[src/rtl/id_operand_stage.sv]
// Decode/operand-fetch stage in front of a registered-read register file.
// Accepts decoded fields, issues RF read addresses, resolves operands one
// cycle later (with write-back bypass), and presents a packet to EX under
// valid/ready. A per-register scoreboard stalls issue on RAW/WAW hazards
// against destinations still in flight.
module id_operand_stage #(
    parameter int unsigned ADDR   = 5,
    parameter int unsigned SIZE   = 32,
    parameter int unsigned CTRL_W = 8
) (
    input  logic              CLK,
    input  logic              RST_N,
    input  logic              flush,
    // IF/ID side
    input  logic              in_valid,
    output logic              in_ready,
    input  logic [ADDR-1:0]   in_rs,
    input  logic [ADDR-1:0]   in_rt,
    input  logic [ADDR-1:0]   in_rd,
    input  logic              in_use_rs,
    input  logic              in_use_rt,
    input  logic              in_we,
    input  logic [SIZE-1:0]   in_imm,
    input  logic [CTRL_W-1:0] in_ctrl,
    // Register file read port
    output logic [ADDR-1:0]   rf_ra,
    output logic [ADDR-1:0]   rf_rb,
    input  logic [SIZE-1:0]   rf_busA,
    input  logic [SIZE-1:0]   rf_busB,
    // Write-back
    input  logic              wb_we,
    input  logic [ADDR-1:0]   wb_rw,
    input  logic [SIZE-1:0]   wb_data,
    // EX side
    output logic              out_valid,
    input  logic              out_ready,
    output logic [SIZE-1:0]   out_a,
    output logic [SIZE-1:0]   out_b,
    output logic [SIZE-1:0]   out_imm,
    output logic [CTRL_W-1:0] out_ctrl,
    output logic [ADDR-1:0]   out_rd,
    output logic              out_we
);

    localparam int unsigned NUMB = 1 << ADDR;

    localparam logic [1:0] IDLE = 2'd0;
    localparam logic [1:0] READ = 2'd1;
    localparam logic [1:0] HOLD = 2'd2;

    logic [1:0]        state_q, state_d;
    logic              out_valid_d;
    logic [NUMB-1:0]   sb_q, sb_d, sb_eff;

    // Fields of the instruction currently held in the stage
    logic [ADDR-1:0]   rd_q;
    logic              we_q;
    logic [SIZE-1:0]   imm_q;
    logic [CTRL_W-1:0] ctrl_q;

    // Write-back data seen in the accept cycle, before the RF can return it
    logic              fwd_a_q, fwd_b_q;
    logic [SIZE-1:0]   fwd_a_data_q, fwd_b_data_q;

    logic              stage_free;
    logic              hazard;
    logic              accept;
    logic              squash;
    logic              wb_hit_in_rs, wb_hit_in_rt;
    logic              wb_hit_ra, wb_hit_rb;
    logic [SIZE-1:0]   opnd_a, opnd_b;

    // Scoreboard as seen by this cycle's hazard check: a write-back landing
    // now already releases its register.
    always_comb begin
        sb_eff = sb_q;
        if (wb_we) begin
            sb_eff[wb_rw] = 1'b0;
        end
    end

    assign hazard = (in_use_rs & sb_eff[in_rs]) |
                    (in_use_rt & sb_eff[in_rt]) |
                    (in_we     & sb_eff[in_rd]);

    // The stage can take a new instruction when empty, or when the packet it
    // presents is being consumed this very cycle.
    assign stage_free = (state_q == IDLE) | ((state_q == HOLD) & out_ready);
    assign in_ready   = stage_free & ~hazard & ~flush;
    assign accept     = in_valid & in_ready;

    // A flush only kills an instruction that has not been handed to EX; a
    // packet completing its handshake in the flush cycle is already gone.
    assign squash = flush & ((state_q == READ) | ((state_q == HOLD) & ~out_ready));

    // Register 0 is hardwired, so it never matches for forwarding
    assign wb_hit_in_rs = wb_we & (wb_rw == in_rs) & (in_rs != '0);
    assign wb_hit_in_rt = wb_we & (wb_rw == in_rt) & (in_rt != '0);
    assign wb_hit_ra    = wb_we & (wb_rw == rf_ra) & (rf_ra != '0);
    assign wb_hit_rb    = wb_we & (wb_rw == rf_rb) & (rf_rb != '0);

    // Operand resolution during READ: zero reg, then data saved at accept,
    // then a write-back landing now, then the register file.
    always_comb begin
        if (rf_ra == '0) begin
            opnd_a = '0;
        end else if (fwd_a_q) begin
            opnd_a = fwd_a_data_q;
        end else if (wb_hit_ra) begin
            opnd_a = wb_data;
        end else begin
            opnd_a = rf_busA;
        end

        if (rf_rb == '0) begin
            opnd_b = '0;
        end else if (fwd_b_q) begin
            opnd_b = fwd_b_data_q;
        end else if (wb_hit_rb) begin
            opnd_b = wb_data;
        end else begin
            opnd_b = rf_busB;
        end
    end

    // Scoreboard next state; a set from a new issue overrides a same-cycle clear
    always_comb begin
        sb_d = sb_q;
        if (wb_we) begin
            sb_d[wb_rw] = 1'b0;
        end
        if (squash && we_q) begin
            sb_d[rd_q] = 1'b0;
        end
        if (accept && in_we && (in_rd != '0)) begin
            sb_d[in_rd] = 1'b1;
        end
        sb_d[0] = 1'b0;
    end

    // Control FSM: IDLE -> READ (one cycle) -> HOLD until EX takes the packet
    always_comb begin
        state_d     = state_q;
        out_valid_d = out_valid;
        if (flush) begin
            state_d     = IDLE;
            out_valid_d = 1'b0;
        end else begin
            case (state_q)
                IDLE: begin
                    if (accept) begin
                        state_d = READ;
                    end
                end
                READ: begin
                    state_d     = HOLD;
                    out_valid_d = 1'b1;
                end
                HOLD: begin
                    if (out_ready) begin
                        out_valid_d = 1'b0;
                        state_d     = accept ? READ : IDLE;
                    end
                end
                default: begin
                    state_d     = IDLE;
                    out_valid_d = 1'b0;
                end
            endcase
        end
    end

    // FSM state, output valid and scoreboard
    always_ff @(posedge CLK or negedge RST_N) begin
        if (!RST_N) begin
            state_q   <= IDLE;
            out_valid <= 1'b0;
            sb_q      <= '0;
        end else begin
            state_q   <= state_d;
            out_valid <= out_valid_d;
            sb_q      <= sb_d;
        end
    end

    // Capture the accepted instruction and drive the RF read addresses
    always_ff @(posedge CLK or negedge RST_N) begin
        if (!RST_N) begin
            rf_ra        <= '0;
            rf_rb        <= '0;
            rd_q         <= '0;
            we_q         <= 1'b0;
            imm_q        <= '0;
            ctrl_q       <= '0;
            fwd_a_q      <= 1'b0;
            fwd_b_q      <= 1'b0;
            fwd_a_data_q <= '0;
            fwd_b_data_q <= '0;
        end else if (accept) begin
            rf_ra        <= in_rs;
            rf_rb        <= in_rt;
            rd_q         <= in_rd;
            we_q         <= in_we;
            imm_q        <= in_imm;
            ctrl_q       <= in_ctrl;
            fwd_a_q      <= wb_hit_in_rs;
            fwd_b_q      <= wb_hit_in_rt;
            fwd_a_data_q <= wb_data;
            fwd_b_data_q <= wb_data;
        end
    end

    // Build the EX packet at the end of READ; it then holds until replaced
    always_ff @(posedge CLK or negedge RST_N) begin
        if (!RST_N) begin
            out_a    <= '0;
            out_b    <= '0;
            out_imm  <= '0;
            out_ctrl <= '0;
            out_rd   <= '0;
            out_we   <= 1'b0;
        end else if ((state_q == READ) && !flush) begin
            out_a    <= opnd_a;
            out_b    <= opnd_b;
            out_imm  <= imm_q;
            out_ctrl <= ctrl_q;
            out_rd   <= rd_q;
            out_we   <= we_q;
        end
    end

endmodule
[config.mk]
export PLATFORM = sky130hd
export DESIGN_NAME = id_operand_stage
export DESIGN_NICKNAME = d
export VERILOG_FILES = /design/src/rtl/id_operand_stage.sv
export SDC_FILE = /design/constraint.sdc
export NUM_CORES = 1
export LEC_CHECK = 0
export BUFFER_PORTS_ARGS = -buffer_cell sky130_fd_sc_hd__clkbuf_2
export CAP_MARGIN = 25
export CELL_PAD_IN_SITES_DETAIL_PLACEMENT = 1
export CELL_PAD_IN_SITES_GLOBAL_PLACEMENT = 1
export CORE_UTILIZATION = 46
export DETAILED_ROUTE_END_ITERATION = 8
export PLACE_DENSITY = 0.9
export RECOVER_POWER = 25
export SYNTH_ARGS = -nofsm -noshare
export SYNTH_HDL_FRONTEND = slang
export SYNTH_SLANG_ARGS = --single-unit
[constraint.sdc]
create_clock -name CLK -period 6.49 [get_ports CLK]
set_input_delay 0.3245 -clock CLK [delete_from_list [all_inputs] [get_ports CLK]]
set_output_delay 0.3245 -clock CLK [all_outputs]
set_load 0.05 [all_outputs]
## Word level (Yosys, flattened, before mapping)

Index checks and enable logic that the tools add are counted.
W data, S select, Z words.

- Div/mod/pow operators: 0
- Shifts and indexed selects: 0
- Bitwise gates (word level): 29
- $mul: 0
- Order comparisons: 8
- Eq/ne operators: 9
- Mux-type cells: 29
- Reduce and logical (&&, ||, !) cells: 18
- Add/sub/neg operators: 0

Operators by type and width:

| kind | number |
|---|---|
| $mux W32 | 9 |
| $and A32 B32 Y32 | 2 |
| $not A32 Y32 | 2 |
| $or A32 B32 Y32 | 1 |
| $lt A5 B6 Y1 const B | 5 |
| $reduce_bool A5 Y1 | 5 |
| $eq A5 B5 Y1 | 4 |
| $and A1 B1 Y1 | 17 |
| $bmux W1 S5 | 3 |
| $demux W1 S5 | 3 |
| $ge A5 B1 Y1 const B | 3 |
| $logic_not A5 Y1 | 2 |
| $mux W1 | 9 |
| $logic_and A1 B1 Y1 | 7 |
| $mux W2 | 3 |
| $ne A3 B3 Y1 const B | 2 |
| $pmux W2 S3 | 1 |
| $or A1 B1 Y1 | 4 |
| $reduce_and A2 Y1 | 2 |
| $not A1 Y1 | 3 |
| $pmux W1 S3 | 1 |
| $eq A2 B1 Y1 const B | 1 |
| $eq A2 B2 Y1 const B | 1 |
| $logic_not A2 Y1 | 1 |
| 2 further kinds | 2 |

- Bits in writable memories: 0
- ROM bits: 0
- Output and inout bits: 122
- Latch bits: 0
- Bits of input ports: 165
- Flip-flop bits (word level): 234
- Memories kept: 0
- Word-level logic and storage cells: 111

## Logic depth before layout (Yosys ltp)

Gate-level depths: netlist of run 1.

- Depth in word-level cells: 20
- Gate-level depth with buffers: 13
- Depth with buffers taken out: 8

## Worst setup path after synthesis of run 1

OpenSTA, ideal clock, no wires.

- Path kind: input to output
- Start: input wb_rw[3]
- End: output in_ready
- Required time: 6.165 ns
- Stages: 8
- Slack: 3.282 ns
- Path buffers: 1
- Arrival time: 2.884 ns
- Cells stage by stage: buf_6 or4b_4 o21ai_0 mux4_2 a2111oi_2 a2bb2oi_2 nand4_1 nor3b_1

- Cells in the longest elaborated chain, start to end: 15
- Elaborated cells on any way between the ends: 22
- Classes of those cells: 2 x order compare; 9 x mux; 10 x bitwise; 1 x reduce/logical

RTL lines:

| item | line | RTL |
|---|---|---|
| start: declaration | 32 | `input logic [ADDR-1:0] wb_rw,` |
| $lt A5 B6 Y1 (implied by the code) or $ge A5 B1 Y1 (tied branches) | 78 | `sb_eff[wb_rw] = 1'b0;` |
| $logic_and A1 B1 Y1 (implied by the code) | 78 |  |
| $mux W1 (implied by the code) | 78 |  |
| $demux W1 S5 (*) | 78 |  |
| $not A32 Y32 (no line) (*) | - |  |
| $and A32 B32 Y32 (no line) (*) | - |  |
| $mux W32 (*) | 77 | `if (wb_we) begin` |
| $bmux W1 S5 (on tied branches) | 82, 83 |  |
| $mux W1 (on tied branches) | 82, 83 |  |
| $and A1 B1 Y1 (on tied branches) | 82, 83 |  |
| $or A1 B1 Y1 | 82 | `assign hazard = (in_use_rs & sb_eff[in_rs]) \|` |
| $or A1 B1 Y1 (*) | 83 | `(in_use_rt & sb_eff[in_rt]) \|` |
| $not A1 Y1 (*) | 89 | `assign in_ready = stage_free & ~hazard & ~flush;` |
| $and A1 B1 Y1 (*) (2 in a row) | 89 |  |
| end: declaration | 16 | `output logic in_ready,` |

Mark *: on every way between the ends. The rest lies on a longest branch, timed or not. The select of a mux whose other input is x is not followed.

## Worst setup path in the final report of run 1

- Start: input wb_rw[4]
- End: output in_ready

The elaborated chain is that of the path after synthesis.

==> results.txt, run 1 <==
The run finished, with violations left. The checks that failed: max-capacitance violations, max-slew violations. The tools report the final weighted congestion in routability-driven placement as 0.937. The most common flop cell mapped by yosys was sky130_fd_sc_hd__dfrtp_1. The detailed router placed 10500 vias in this run. The worst min-delay path class was in2reg. The path with the worst hold slack has its endpoint at imm_q[20]$_DFFE_PN0P_.

Together, buffers and inverters on the worst path number 2. For the first-pass GRT wire length, the log shows 64400 µm. The worst setup path is captured at an output pin. The count of maximum capacitance violations was 1; the clock slew at the register clock pins of the worst setup and hold paths was 70 ps. The reg-to-reg setup timing slack was 3250 ps. In the routed design, unresolved DRC markers number 0.

The transition time at the pin with the least slew margin was 3030 ps. VDD sags by at most 0.291 mV. STA puts the critical path data required time at 6170 ps. Of all cell types, the one taking the most synthesized area is sky130_fd_sc_hd__dfrtp_1. The logs give 0 for the number of routed nets with antenna violations and 35.0 ps for the clock skew.

Summed over all layers, the global routing overflow is 0. For the placement row count, the log shows 59. Wires add up to 42700 µm. Area of the die: 0.0271 mm².

The tools report the total number of clock tree sinks as 234. The die is 165 µm tall. After detailed routing, the number of vias per cell comes to 6.16. For the worst-case setup slack after placement, the log shows 2170 ps. Relative to the synthesized area, the layout overhead comes to 24.1%. In the final layout, the multi-input gates occupy 0.00587 mm².

The number of enable-type register cells in the synthesized netlist works out to 0. Yosys attributes the largest share of cell area to sky130_fd_sc_hd__dfrtp_1 (48%), sky130_fd_sc_hd__mux2_2 (8.8%), sky130_fd_sc_hd__mux2i_1 (7.0%). The minimum clock period after layout is 3450 ps. The first detailed-routing pass ran for 5 iterations.

The number of hold-slack violations in the final timing report is 0. The number of antenna violations at the first check in global routing was 1. Along the worst hold path, the cell count comes to 2. The logs give 1504 for the number of nets in the layout and 1055 for the gate count of the mapped netlist. The max-slew violation count is 117, and the number of port buffers is 286. For the sequential fraction of the synthesis area, the log shows 0.481. Counting the fill cells in the layout gives 2789.

The region available for standard cell placement spans 0.0260 mm². Summed over all nets, the half-perimeter wirelength after detailed placement is 27800 µm. The detailed router finished its first iteration with 907 violations. The number of warning messages in the yosys log is 0. By count the netlist is led by sky130_fd_sc_hd__dfrtp_1 (234), sky130_fd_sc_hd__mux2_2 (95), sky130_fd_sc_hd__o21ai_0 (93), sky130_fd_sc_hd__nand2_1 (87), sky130_fd_sc_hd__mux2i_1 (85). Setup slack on the critical path of the routed design comes to 3040 ps. The longest clock path from root to sink contains 3 buffers. Data arrives at the worst endpoint at 3130 ps. The library cell appearing most often on the critical path is sky130_fd_sc_hd__clkbuf_2. Measured along the x axis, the die boundary spans 165 µm.

Setup repair after global routing left no endpoint under its margin. After synthesis, the netlist uses 67 different library cells. The depth of the worst register-to-register path came out at 9.

The sort of element at the start of the critical path was an input port. The worst slew margin relative to its limit was -1.02; the maximum operating frequency was 290 MHz. The fraction of layout cells with a size suffix above 1 works out to 0.371. Summed over all failing endpoints, the final setup total negative slack is 0 ps. The cell sitting at the root of the clock tree is a sky130_fd_sc_hd__clkbuf_16. The run gives 11300 as the number of global-route vias before repair. The net count after synthesis is 1220, and the final cycle utilization of the critical path is 0.532. The register area was 0.00586 mm². In this run the cell area of the synthesized design comes to 0.0122 mm².

On the critical path, the stage with the largest delay is an instance of sky130_fd_sc_hd__o21ai_0. For this run, the slowest stage of the critical path takes 550 ps. After detailed placement, the total cell area comes to 0.0137 mm².

The global-route usage over all layers came out at 0.311. TritonCTS built the clock tree. Among all cell types in the netlist, the one instantiated most often is sky130_fd_sc_hd__dfrtp_1. The number of CTS-inserted buffers was 28. The worst hold path begins at in_imm[20]. In this run the critical register-to-register path is captured at fwd_b_data_q[8]$_DFFE_PN0P_. Fraction of synthesized cell area taken by the top area cell type: 0.481.

After synthesis, the mean cell area works out to 11.5 µm². 287 I/O pins were placed. The power density over cell area works out to 421 mW/mm². The signal on the critical path passes through clkbuf_2 > nand4b_1 > o21ai_0 > mux2i_1 > o311ai_0 > or4_1 > nor3b_1 > clkbuf_2. Setup violations remaining at the end of the flow were counted as 0. Summing internal, switching and leakage power gives 0.00637 W.

The proportion of register bits with asynchronous set or reset after synthesis came out at 1.00. For the worst-skew pair, the clock arrives at the later sink with an insertion delay of 570 ps. The initial cell density of the core was 0.469. In this run the critical register-to-register path is launched from sb_q[31]$_DFF_PN0_. The run gives 0 as the total setup buffers inserted after CTS. For this design the static power due to leakage is 6.77 nW. The synthesized flop and latch total is 234. For the total number of H-tree levels, the log shows 1. The cell family contributing the most delay on the critical path is simple AND/OR/NAND/NOR gates. The worst setup path is of the in2out kind.

Dividing the detail-routed wire length by the instance count gives 25.2 µm. The final standard cell area without fillers came out at 0.0151 mm². Highest net fanout along the worst path: 15.

Entering global routing, the biggest net connects 117 pins.
[cells in the final DEF, fill, tap and decap left out, types with 6 or more instances in the layout]
cell type                       Yosys  layout
sky130_fd_sc_hd__o32ai_1           10      10
sky130_fd_sc_hd__clkbuf_8           0       7
sky130_fd_sc_hd__xnor2_1            7       7
sky130_fd_sc_hd__clkinv_2           0       7
sky130_fd_sc_hd__nand3_1           11      11
sky130_fd_sc_hd__inv_1              8       8
sky130_fd_sc_hd__mux2i_1           85      85
sky130_fd_sc_hd__nand4_1            6       6
sky130_fd_sc_hd__o21bai_1           8       8
sky130_fd_sc_hd__dlygate4sd3_1      0      41
sky130_fd_sc_hd__o21ai_0           93      93
sky130_fd_sc_hd__clkbuf_1          54      15
sky130_fd_sc_hd__xor2_1            11      11
sky130_fd_sc_hd__clkbuf_2           2     277
sky130_fd_sc_hd__a22o_1            64      64
sky130_fd_sc_hd__o21ai_1           10      10
sky130_fd_sc_hd__nor3_1            18      18
sky130_fd_sc_hd__o31ai_1           19      19
sky130_fd_sc_hd__dfrtp_1          234     232
sky130_fd_sc_hd__nand3b_1           8       8
sky130_fd_sc_hd__mux2_4            48      48
sky130_fd_sc_hd__buf_4              6       9
sky130_fd_sc_hd__nor2_1            35      33
sky130_fd_sc_hd__nand2_1           87      87
sky130_fd_sc_hd__mux2_2            95      94
sky130_fd_sc_hd__o211ai_1           8       8
sky130_fd_sc_hd__clkbuf_16          0      28
[stage by stage]
step                hold WS (ps)  std cells   util
floorplan                   28.9       1055      -
global placement             456       1600  0.528
detailed placement           465       1600  0.528
CTS                        0.143       1691  0.579
global route                16.9       1696  0.581
finish                      33.1       1697  0.582
[worst max-delay path by stage]
stage | startpoint | to | slack (ps) | depth (start not counted)
after floorplan | wb_rw[3] | in_ready | 3280 | 8
after global placement | wb_rw[2] | rf_ra[0]$_DFFE_PN0P_ | 2220 | 10
after detailed placement | wb_rw[0] | fwd_b_data_q[24]$_DFFE_PN0P_ | 2170 | 10
after CTS | wb_rw[0] | fwd_b_data_q[24]$_DFFE_PN0P_ | 2710 | 10
after global routing | RST_N | fwd_b_data_q[10]$_DFFE_PN0P_ | 2680 | 3
final | wb_rw[4] | in_ready | 3040 | 8
[power by group]
group          switching [W]  leakage, nW  internal, W
clock               0.000655        0.462     0.000916
combinational        0.00172         3.42     0.000761
sequential          0.000373         2.89      0.00194
[flip-flops by register name (all words and copies together) (netlist names), 8 cells and up]
name,flops
ctrl_q,8
fwd_b_data_q,32
imm_q,32
out_a,32
out_b,32
out_ctrl,8
out_imm,32
sb_q,31
[layer usage]
layer | vias up | routed length [µm] | track usage
li1 | 4486 | - | -
met1 | 5313 | 16100 | 0.371
met2 | 515 | 21500 | 0.542
met3 | 143 | 3060 | 0.0530
met4 | 0 | 2110 | 0.154
met5 | - | 0 | 0
[timing repair]
action / 4_1_cts / 5_1_grt
gates resized for setup: 0 / 0
endpoints found under the hold margin: 154 / 1
hold buffers: 40 / 1
[area by class of cell]
class	instances	share of cell area
timing repair buffer	341	0.132
tap	335	0.0277
clock buffer	40	0.0540
inverter	10	0.00248
antenna	2	0.000331
clock inverter	11	0.00745
sequential	234	0.388
multi-input combinational	724	0.388
[logic make-up after synthesis]
family / count (synthesis) / share of synthesized area
AOI/OAI and AO/OA: 260 / 0.152
xor gates and xnor gates: 18 / 0.0129
buffers and inverters: 97 / 0.0409
DFF: 234 / 0.481
muxes: 232 / 0.224
and+or+nand+nor: 214 / 0.0892
(Power assumes the default switching activity.)
==> run 2: changes to the inputs <==
--- a/config.mk
+++ b/config.mk
@@ -9,9 +9,9 @@
 export CAP_MARGIN = 25
 export CELL_PAD_IN_SITES_DETAIL_PLACEMENT = 1
 export CELL_PAD_IN_SITES_GLOBAL_PLACEMENT = 1
-export CORE_UTILIZATION = 46
+export CORE_UTILIZATION = 38
 export DETAILED_ROUTE_END_ITERATION = 8
-export PLACE_DENSITY = 0.9
+export PLACE_DENSITY = 0.8
 export RECOVER_POWER = 25
 export SYNTH_ARGS = -nofsm -noshare
 export SYNTH_HDL_FRONTEND = slang
==> constraint.sdc (replaced) <==
create_clock -name CLK -period 2.9 [get_ports CLK]
set_input_delay 0.145 -clock CLK [delete_from_list [all_inputs] [get_ports CLK]]
set_output_delay 0.145 -clock CLK [all_outputs]
set_load 0.05 [all_outputs]
==> run 2 against run 1 <==
  * The flow still finishes with violations (max-capacitance violations, max-slew violations)
  * Clock skew shrank 11 ps
  * Utilization shrank 4.0 points
  * Die area up 21%
  * Cell count rose by 13%
  * Register-to-register slack worse by 3200 ps
  * Flip-flop and latch count unchanged
  * Critical path type is now reg2reg
==> results.txt, run 2 (synthesis gave the netlist of run 1 again) <==
The flow ran to the end, but the final reports show violations. The checks that failed: max-capacitance violations, max-slew violations. For the worst setup path, the data arrival time is 3320 ps. Number of buffer and inverter instances along the worst setup path: 3. In this run the static leakage power is 7.80 nW. The total number of H-tree levels was 1; the area of the die was 0.0328 mm². Setup violations remaining at the end of the flow were counted as 0. The average via count per standard cell is 5.67, and the maximum operating frequency is 345 MHz. The logs give 1 for the number of antenna violations at the first check in global routing and 24.2 ps for the clock skew. The critical path is of the reg2reg type. The floorplan die width is 181 µm.

Number of DRC markers after the initial detailed-route iteration: 595. The longest clock path from root to sink contains 3 buffers. Setup repair after global routing could not meet its margin everywhere.

Entering global routing, the biggest net connects 61 pins. The tools report the area of the core region as 0.0316 mm². In this run the count of I/O pins placed on the die edge is 287.

The most common library cell in the layout ignoring fill and taps is sky130_fd_sc_hd__clkbuf_2. For the total vias in the final route, the log shows 10900. The top cell types in the final layout, fill and taps aside, are sky130_fd_sc_hd__clkbuf_2 (285), sky130_fd_sc_hd__dfrtp_1 (232), sky130_fd_sc_hd__buf_4 (95). The floorplan has 65 rows. Utilization after layout: 0.542. For the global-route usage over all layers, the log shows 0.284.

Wires add up to 47100 µm. For this run, the detailed router's first-pass iteration total came to 5. In this design, the critical path's most frequently occurring cell is sky130_fd_sc_hd__buf_12. The tightest hold path in the finished design has a slack of 17.7 ps. The later pin in the worst-skew pair is clocked with a latency of 560 ps. Counting the fill cells in the layout gives 3361.

The HPWL reported at the end of detailed placement was 30200 µm. The tools report the initial cell density of the core as 0.386. Across the VDD grid, the largest voltage drop is 0.767 mV. Routability-driven placement finished with a final weighted congestion of 0.930. The height of the chip was 181 µm. The tools report the number of global-route vias before repair as 12000. The post-route DRC violation count was 0; the total congestion overflow after global routing was 0. The worst min-delay path class is in2reg.

The largest individual stage delay along the critical path comes from the cell sky130_fd_sc_hd__or4_4. After routing, the total negative slack on setup checks comes to 0 ps. The logs give 0.339 for the register share of total power and 0.387 for the combinational cell fraction of total power.

The run gives 59 as the max-slew violation count. The fraction of layout cells with a size suffix above 1 was 0.426. The final cycle utilization of the critical path works out to 0.999.

The maximum single-stage delay on the critical path works out to 520 ps. In the final design database the tool counted 1659 nets. Setup slack on the worst reg-to-reg path comes out at 4 ps.

The number of routed nets with antenna violations came out at 0. Clock tree synthesis selected as its root buffer the cell sky130_fd_sc_hd__clkbuf_16. The category of the worst setup path capture point was a flip-flop. The minimum clock period after layout was 2900 ps; the total number of clock tree sinks was 234. Clock-pin slew was measured on the worst setup and hold paths at 60 ps. The number of port buffers was 286.

The switching power of the nets is 0.00638 W. The sort of element at the start of the critical path is a flip-flop. The signal on the critical path passes through o21ai_2 > mux4_2 > nor2b_4 > a21o_1 > or4_4 > buf_6 > nand4bb_4 > buf_12 > buf_12 > mux2_4. The switching share of total power was 0.415; the transition time at the pin with the least slew margin was 1560 ps. The internal portion of the total power is 0.00899 W. The number of CTS-inserted buffers is 28.

The share of total power in the clock network came out at 0.274. Data on the critical path is required at its endpoint by 3330 ps. The kind of cell with the highest combined delay along the critical path is simple AND/OR/NAND/NOR gates. The register area is 0.00586 mm². Prior to clock tree synthesis, the placed netlist has a worst setup slack of -325 ps. For the number of hold-slack violations in the final timing report, the log shows 0. The multi-input combinational cells in the finished layout cover a total of 0.00607 mm². For the count of maximum capacitance violations, the log shows 1.

The power density over cell area was 899 mW/mm². The first-pass GRT wire length is 72200 µm, and the number of standard cells in the layout, taps in and fillers out is 1918. TritonCTS built the clock tree. The worst slew margin relative to its limit was -0.0376.

The number of cells after detailed placement came out at 1765. Setup slack closes at 3.98 ps. The area growth from synthesis to layout is 40.4%. The highest net fanout along the worst path works out to 8. In the final routed layout, each cell accounts on average for 24.6 µm.
-- run 2: cell count changes in the layout (fill, tap and decap cells not counted), moves of 5 or more --
cell                            previous run  this run
sky130_fd_sc_hd__mux2_4                   48        70
sky130_fd_sc_hd__buf_4                     9        95
sky130_fd_sc_hd__clkbuf_2                277       285
sky130_fd_sc_hd__bufinv_16                 1         9
sky130_fd_sc_hd__clkbuf_1                 15         2
sky130_fd_sc_hd__dlygate4sd3_1            41        90
sky130_fd_sc_hd__clkinv_2                  7         2
sky130_fd_sc_hd__buf_12                    2        16
sky130_fd_sc_hd__mux2_2                   94        73
-- run 2: final cells by class --
| class | count | share of cell area |
|---|---|---|
| multi-input combinational | 724 | 0.355 |
| sequential | 234 | 0.343 |
| timing repair buffer | 496 | 0.206 |
| clock buffer | 33 | 0.0438 |
| tap | 402 | 0.0294 |
| clock inverter | 18 | 0.0210 |
| inverter | 10 | 0.00220 |
| antenna | 1 | 0.000146 |
-- run 2: metal layers --
layer	vias to the layer above	share of wire	track usage
met2	452	0.50	0.496
li1	4807	-	-
met3	139	0.062	0.0484
met1	5481	0.39	0.346
met4	0	0.046	0.119
met5	-	0	0
-- run 2: what timing repair did --
item | in CTS | in global routing
hold endpoints to repair | 228 | 0
hold buffers | 90 | 0
gates resized for setup | 20 | 41
gates cloned | 0 | 3
pin swaps | 5 | 8
endpoints found under the setup margin | 4 | 58
buffers inserted | 5 | 4
-- run 2: through the flow --
step	power, W	cell area [µm²]
2_1_floorplan	0.00901	12200
3_3_place_gp	0.0105	14700
3_5_place_dp	0.0107	14700
5_1_grt	0.0159	17100
6_report	0.0154	17100
4_1_cts	0.0152	16900
-- run 2: tightest hold or removal path: stages --
cell                       delay (ps)
sky130_fd_sc_hd__clkbuf_2          80
sky130_fd_sc_hd__mux2i_1           50
sky130_fd_sc_hd__o21ai_0          150
sky130_fd_sc_hd__a22o_1           120
-- run 2: power by group through the flow --
stage / Combinational [W] / Clock, W / Sequential, W
after floorplan: 0.00165 / 0 / 0.00735
after global placement: 0.00548 / 0 / 0.00506
after detailed placement: 0.00561 / 0 / 0.00513
after CTS: 0.00578 / 0.00428 / 0.00511
after global routing: 0.00618 / 0.00444 / 0.00532
final: 0.00595 / 0.00422 / 0.00520
-- run 2: final timing paths --
check,from,end,depth (start not counted)
hold reg to reg,ctrl_q[7]$_DFFE_PN0P_,ctrl_q[7]$_DFFE_PN0P_,1
hold / removal,rf_busB[3],out_b[3]$_DFFE_PN0P_,4
setup reg to reg,sb_q[31]$_DFF_PN0_,imm_q[2]$_DFFE_PN0P_,10
max in group asynchronous,RST_N,out_ctrl[7]$_DFFE_PN0P_,3
setup / recovery,sb_q[31]$_DFF_PN0_,imm_q[2]$_DFFE_PN0P_,10
min in group asynchronous,RST_N,out_b[18]$_DFFE_PN0P_,2
